**src/rtl/if_stage.sv**
```systemverilog
// Instruction fetch stage.
// Issues one 4-byte-aligned fetch at a time to instruction memory, collects
// the in-order responses into a 2-entry FIFO and presents the head entry to
// decode. A redirect flushes the FIFO, retargets the fetch PC and, if a
// request is still in flight, drains its response without buffering it.

module if_stage #(
  parameter logic [63:0] RESET_PC  = 64'h0000_0000_0000_0000,
  parameter int          BUF_DEPTH = 2
) (
  input  logic        clk,
  input  logic        rst,
  // instruction memory request / response
  output logic        imem_req,
  output logic [63:0] imem_addr,
  input  logic        imem_ready,
  input  logic        imem_rvalid,
  input  logic [31:0] imem_rdata,
  // decode handshake
  output logic        id_valid,
  output logic [31:0] id_instr,
  output logic [63:0] id_pc,
  output logic [6:0]  id_opcode,
  input  logic        id_ready,
  // control-flow redirect
  input  logic        redirect_valid,
  input  logic [63:0] redirect_pc
);

  typedef enum logic [1:0] {
    ST_FETCH = 2'd0,  // may issue a request when the buffer has room
    ST_WAIT  = 2'd1,  // one live request outstanding, response is kept
    ST_DRAIN = 2'd2   // one stale request outstanding, response is dropped
  } state_t;

  // FSM and control registers
  state_t      state_q,    state_d;
  logic [63:0] fetch_pc_q, fetch_pc_d;
  logic [63:0] req_addr_q, req_addr_d;   // address of the outstanding request
  logic [1:0]  count_q,    count_d;
  logic        rd_ptr_q,   rd_ptr_d;
  logic        wr_ptr_q,   wr_ptr_d;
  logic        imem_req_q, imem_req_d;
  logic        id_valid_q, id_valid_d;

  // buffer storage (data only, qualified by count)
  logic [31:0] buf_instr_q [0:1];
  logic [63:0] buf_pc_q    [0:1];

  // per-cycle events
  logic accept_s;
  logic pop_s;
  logic push_s;

  // The request output is registered and is only ever high in FETCH, so it
  // doubles as the "we are in FETCH with room" qualifier for acceptance.
  assign accept_s = imem_req_q & imem_ready;
  assign pop_s    = id_valid_q & id_ready;
  assign push_s   = imem_rvalid & (state_q == ST_WAIT) & ~redirect_valid;

  // Next-state logic for the FSM, fetch PC, FIFO pointers and outputs
  always_comb begin
    state_d    = state_q;
    fetch_pc_d = fetch_pc_q;
    req_addr_d = req_addr_q;
    count_d    = count_q;
    rd_ptr_d   = rd_ptr_q;
    wr_ptr_d   = wr_ptr_q;

    if (redirect_valid) begin
      // Redirect wins over everything except reset: flush the buffer and
      // retarget. A request still in flight (or accepted this very cycle)
      // must have its response swallowed, hence DRAIN.
      fetch_pc_d = redirect_pc & ~64'h0000_0000_0000_0003;
      count_d    = 2'd0;
      rd_ptr_d   = 1'b0;
      wr_ptr_d   = 1'b0;
      case (state_q)
        ST_FETCH: begin
          if (accept_s) begin
            state_d = ST_DRAIN;
          end else begin
            state_d = ST_FETCH;
          end
        end
        ST_WAIT, ST_DRAIN: begin
          // A response landing in the same cycle retires the stale request.
          if (imem_rvalid) begin
            state_d = ST_FETCH;
          end else begin
            state_d = ST_DRAIN;
          end
        end
        default: begin
          state_d = ST_FETCH;
        end
      endcase
    end else begin
      case (state_q)
        ST_FETCH: begin
          if (accept_s) begin
            state_d    = ST_WAIT;
            req_addr_d = fetch_pc_q;
            fetch_pc_d = fetch_pc_q + 64'd4;
          end else begin
            state_d = ST_FETCH;
          end
        end
        ST_WAIT: begin
          if (imem_rvalid) begin
            state_d = ST_FETCH;
          end else begin
            state_d = ST_WAIT;
          end
        end
        ST_DRAIN: begin
          if (imem_rvalid) begin
            state_d = ST_FETCH;
          end else begin
            state_d = ST_DRAIN;
          end
        end
        default: begin
          state_d = ST_FETCH;
        end
      endcase

      // FIFO bookkeeping; a push never targets a full buffer because a
      // request is only issued while there is a free slot.
      if (push_s) begin
        wr_ptr_d = ~wr_ptr_q;
      end else begin
        wr_ptr_d = wr_ptr_q;
      end
      if (pop_s) begin
        rd_ptr_d = ~rd_ptr_q;
      end else begin
        rd_ptr_d = rd_ptr_q;
      end
      count_d = count_q + {1'b0, push_s} - {1'b0, pop_s};
    end

    imem_req_d = (state_d == ST_FETCH) && (count_d < BUF_DEPTH[1:0]);
    id_valid_d = (count_d != 2'd0);
  end

  // State register with synchronous reset; reset overrides redirect
  always_ff @(posedge clk) begin
    if (rst) begin
      state_q    <= ST_FETCH;
      fetch_pc_q <= RESET_PC;
      req_addr_q <= RESET_PC;
      count_q    <= 2'd0;
      rd_ptr_q   <= 1'b0;
      wr_ptr_q   <= 1'b0;
      imem_req_q <= 1'b1;
      id_valid_q <= 1'b0;
    end else begin
      state_q    <= state_d;
      fetch_pc_q <= fetch_pc_d;
      req_addr_q <= req_addr_d;
      count_q    <= count_d;
      rd_ptr_q   <= rd_ptr_d;
      wr_ptr_q   <= wr_ptr_d;
      imem_req_q <= imem_req_d;
      id_valid_q <= id_valid_d;
    end
  end

  // Buffer storage write; contents are only meaningful below count, so no reset
  always_ff @(posedge clk) begin
    if (!rst && push_s) begin
      buf_instr_q[wr_ptr_q] <= imem_rdata;
      buf_pc_q[wr_ptr_q]    <= req_addr_q;
    end
  end

  assign imem_req  = imem_req_q;
  assign imem_addr = fetch_pc_q;
  assign id_valid  = id_valid_q;
  assign id_instr  = buf_instr_q[rd_ptr_q];
  assign id_pc     = buf_pc_q[rd_ptr_q];
  assign id_opcode = id_instr[6:0];

endmodule

```
**config.mk**
```make
export PLATFORM = sky130hd
export DESIGN_NAME = if_stage
export DESIGN_NICKNAME = d
export VERILOG_FILES = /design/src/rtl/if_stage.sv
export SDC_FILE = /design/constraint.sdc
export NUM_CORES = 1
export LEC_CHECK = 0
export BUFFER_PORTS_ARGS = -buffer_cell sky130_fd_sc_hd__clkbuf_2
export CORE_MARGIN = 2
export CORE_UTILIZATION = 35
export CTS_CLUSTER_DIAMETER = 50
export DETAILED_ROUTE_END_ITERATION = 16
export PLACE_DENSITY = 0.65
export SLEW_MARGIN = 10
export SYNTH_ARGS = -nofsm -noshare
export SYNTH_HDL_FRONTEND = slang
export SYNTH_SLANG_ARGS = --single-unit
```
**constraint.sdc**
```tcl
create_clock -name clk -period 7.46 [get_ports clk]
set_input_delay 0 -clock clk [delete_from_list [all_inputs] [get_ports clk]]
set_output_delay 0 -clock clk [all_outputs]
set_load 0.03 [all_outputs]
```
==> flow_summary_export.csv <==
group,metric,value,unit
clock_tree,cts_tree,"done",
setup_path,end_kind,"flop",
floorplan,fp-row-count,71,
global_routing,grt_antenna_before_repair,2,
floorplan,die_w,198,microns
setup_path,setup.worst_path.class,"reg2reg",
timing,slew-limit-headroom,33.0,%
setup_path,crit_fanout,10,
detailed_routing,drt_first_iter_violations,646,
clock_tree,cts.sinks,321,
floorplan,core,37500,sq um
global_routing,overflow,0,
floorplan,io_pins,271,
clock_tree,clk-insertion-delay-late,540,ps
floorplan,initial_utilization,35.3,%
global_routing,grt_pass1_vias,10000,
detailed_routing,drc_errors,0,
detailed_routing,via_count,10200,
logic_synthesis,ys_warn_count,0,
clock_tree,cts_resized,0,
setup_path,critPathMaxStageDelay,840,ps
setup_path,reg2regPathDepth,7,
min_path,whs_path_depth,4,
logic_synthesis,synth-async-reset-ratio,0,%
setup_path,cp.required,7910,ps
placement,place.port_buffers,264,
setup_path,r2r-end,"imem_addr[55]",
timing,period_needed,3410,ps
clock_tree,clock_path_buffers,3,
detailed_routing,firstDrtPassIters,5,
power_and_ir_drop,powerDensity,238,nW/um^2
timing,finalHoldViolations,0,
setup_path,startpoint_type,"flop",
logic_synthesis,synth-edff-count,188,
logic_synthesis,syn_inst,1129,
final_layout,nFillCells,3514,
setup_path,crit_family,"simple AND/OR/NAND/NOR gates",
timing,fin_ws,4050,ps
timing,tightest_slew,1010,ps
setup_path,crit_arrival,3850,ps
placement,dp_hpwl,26600,microns
logic_synthesis,yosysMostFrequentCell,"edfxtp_1",
timing,rsz0062_at_grt,"false",
setup_path,path_buf_inv,1,
timing,setup_viol,0,
min_path,min_from,"redirect_valid",
logic_synthesis,synthFlopType,"edfxtp_1",
detailed_routing,vias_per_cell,5.09,
job,max_cap_violations,0,
min_path,hold_path_class,"in2reg",
power_and_ir_drop,ir_drop,0.131,mV
power_and_ir_drop,p_leak,0.00603,uW
timing,max_clock_freq,0.293,GHz
logic_synthesis,ys_ff_latch,321,
clock_tree,htreeDepth,2,
min_path,min_to,"imem_addr[53]",
clock_tree,clk_pin_slew_worst_paths,60,ps
logic_synthesis,synth_area,13200,sq um
floorplan,die_h,198,microns
setup_path,r2r_slack,4050,ps
setup_path,critical-path-slowest-cell,"nor3_1",
detailed_routing,drtAntennaViolNets,0,
logic_synthesis,synth_top_area_cell,"edfxtp_1",
clock_tree,clockRootBuffer,"clkbuf_16",
logic_synthesis,ys_seq_area_share,62.8,%
final_layout,area_growth,30.5,%
final_layout,drive_above_1_share,29.6,%
timing,hold_ws,43.2,ps
global_routing,grt_pass1_wl,58000,microns
detailed_routing,wl_per_cell,19.4,microns
clock_tree,cts_buffers,40,
setup_path,worstPathCellList,"inv_1 > ha_1 > nand3_1 > nor3_1 > nand4_1 > or4_1 > a311oi_1",
floorplan,die_area,39400,sq um
run_status,outcome,"finished, final reports clean",
global_routing,grt_usage,19.4,%
timing,skew,21.6,ps
logic_synthesis,ys_top_cells_by_count,"188 x edfxtp_1, 161 x nand2_1, 133 x dfxtp_1",
global_routing,grt_max_degree,71,
logic_synthesis,synth.distinct_cells,54,
logic_synthesis,synth_top_area_share,42.7,%
final_layout,final_net_count,1581,
logic_synthesis,postSynthAreaPerCell,11.7,sq um
timing,timing.final.crit_share,45.7,%
timing,maxSlewViolCount,0,
logic_synthesis,yosys-top-cells-area,"edfxtp_1 43%, dfxtp_1 20%, mux2_2 8.1%",
placement,gp_congestion,0.879,
detailed_routing,wirelength,39200,microns
setup_path,rr_startpoint,"state_q[1]",
placement,pre_cts_ws,4130,ps
## report_power, final
group	switching (uW)	internal [uW]
Sequential	66.8	1910
Clock	750	1090
Combinational	186	116
## layout by cell type (no fill, tap or decap), types with 4 or more instances in the layout
cell type and instances:
a2111oi_0 5, and4_1 12, clkbuf_16 41, mux2_2 95, ha_1 7, clkinv_4 4
xor2_1 14, nor4_1 13, nor3_1 22, and3_1 9, a211oi_1 21, a21oi_1 74
nand2_1 160, mux2i_1 6, nand3_1 31, and2_1 7, clkbuf_2 263, clkbuf_1 9
xnor2_1 19, a311oi_1 18, dfxtp_1 132, o31ai_1 10, edfxtp_1 188, o21ai_0 7
dlygate4sd3_1 104, or4_1 18, inv_1 20, conb_1 4, or3_1 11, nand4_1 36
nor2_1 75, clkinv_2 6, buf_4 11
## final cells by class
class                      count  area [sq um]  area share, %
antenna                        1          2.50         0.0145
multi-input combinational    709          4520           26.2
tap                          511           639           3.70
timing repair buffer         378          2440           14.1
clock buffer                  53          1100           6.38
sequential                   321          8310           48.1
inverter                      22          82.6          0.478
clock inverter                19           166          0.964
## how the worst max path moves through the flow
stage	start	endpoint	slack [ps]	depth (start not counted)
floorplan	state_q[1]	buf_instr_q[0][0]	-270	4
global placement	imem_addr[3]	imem_addr[54]	4170	6
detailed placement	state_q[0]	imem_addr[51]	4130	7
CTS	state_q[1]	imem_addr[51]	4140	7
global route	state_q[1]	imem_addr[51]	3840	7
finish	state_q[1]	imem_addr[55]	4050	7
## through the flow
stage | power [uW] | setup TNS, ps | cell area (sq um) | utilization [%] | cells
after global placement | 2260 | 0 | 15000 | 39.9 | 1837
final | 4110 | 0 | 17300 | 46.1 | 2014
after global routing | 4250 | 0 | 17300 | 46.0 | 2013
after floorplan | 2150 | -50470 | 13200 | - | 1132
after detailed placement | 2270 | 0 | 15000 | 39.9 | 1837
after CTS | 4160 | 0 | 17300 | 46.0 | 2013
## worst min-delay path: stages
cell and delay [ps]:
clkbuf_2 80, buf_4 250, nand2_1 110, o211ai_1 80
## timing repair
item | CTS | global route
endpoints found under the hold margin | 131 | 0
hold buffers | 104 | 0
buffers inserted | 0 | 0
setup endpoints to repair | 0 | 0
## routing by layer
layer	GRT usage (%)	vias to the layer above	routed length (microns)
met4	7.35	4	1300
li1	-	4838	-
met2	32.2	392	18800
met5	0	-	33
met3	5.60	81	3000
met1	24.0	4927	16100
## state kept, by name, summed over array words and instances (netlist names), named ones only
signal,flops
buf_pc_q,124
buf_instr_q,64
imem_addr,62
req_addr_q,62
count_q,2
state_q,2
id_valid,1
imem_req,1
rd_ptr_q,1
wr_ptr_q,1
## cells by family after synthesis
logic type / Yosys count / synth area share, %
mux: 101 / 8.54
simple gates: 413 / 15.2
other cells: 1 / 0.0283
fa+ha+maj: 7 / 0.662
compound gates: 151 / 7.33
xor+xnor: 33 / 2.18
flops: 321 / 62.8
buf+inv: 102 / 3.30
Note: power is estimated with default switching activity, not from simulation.
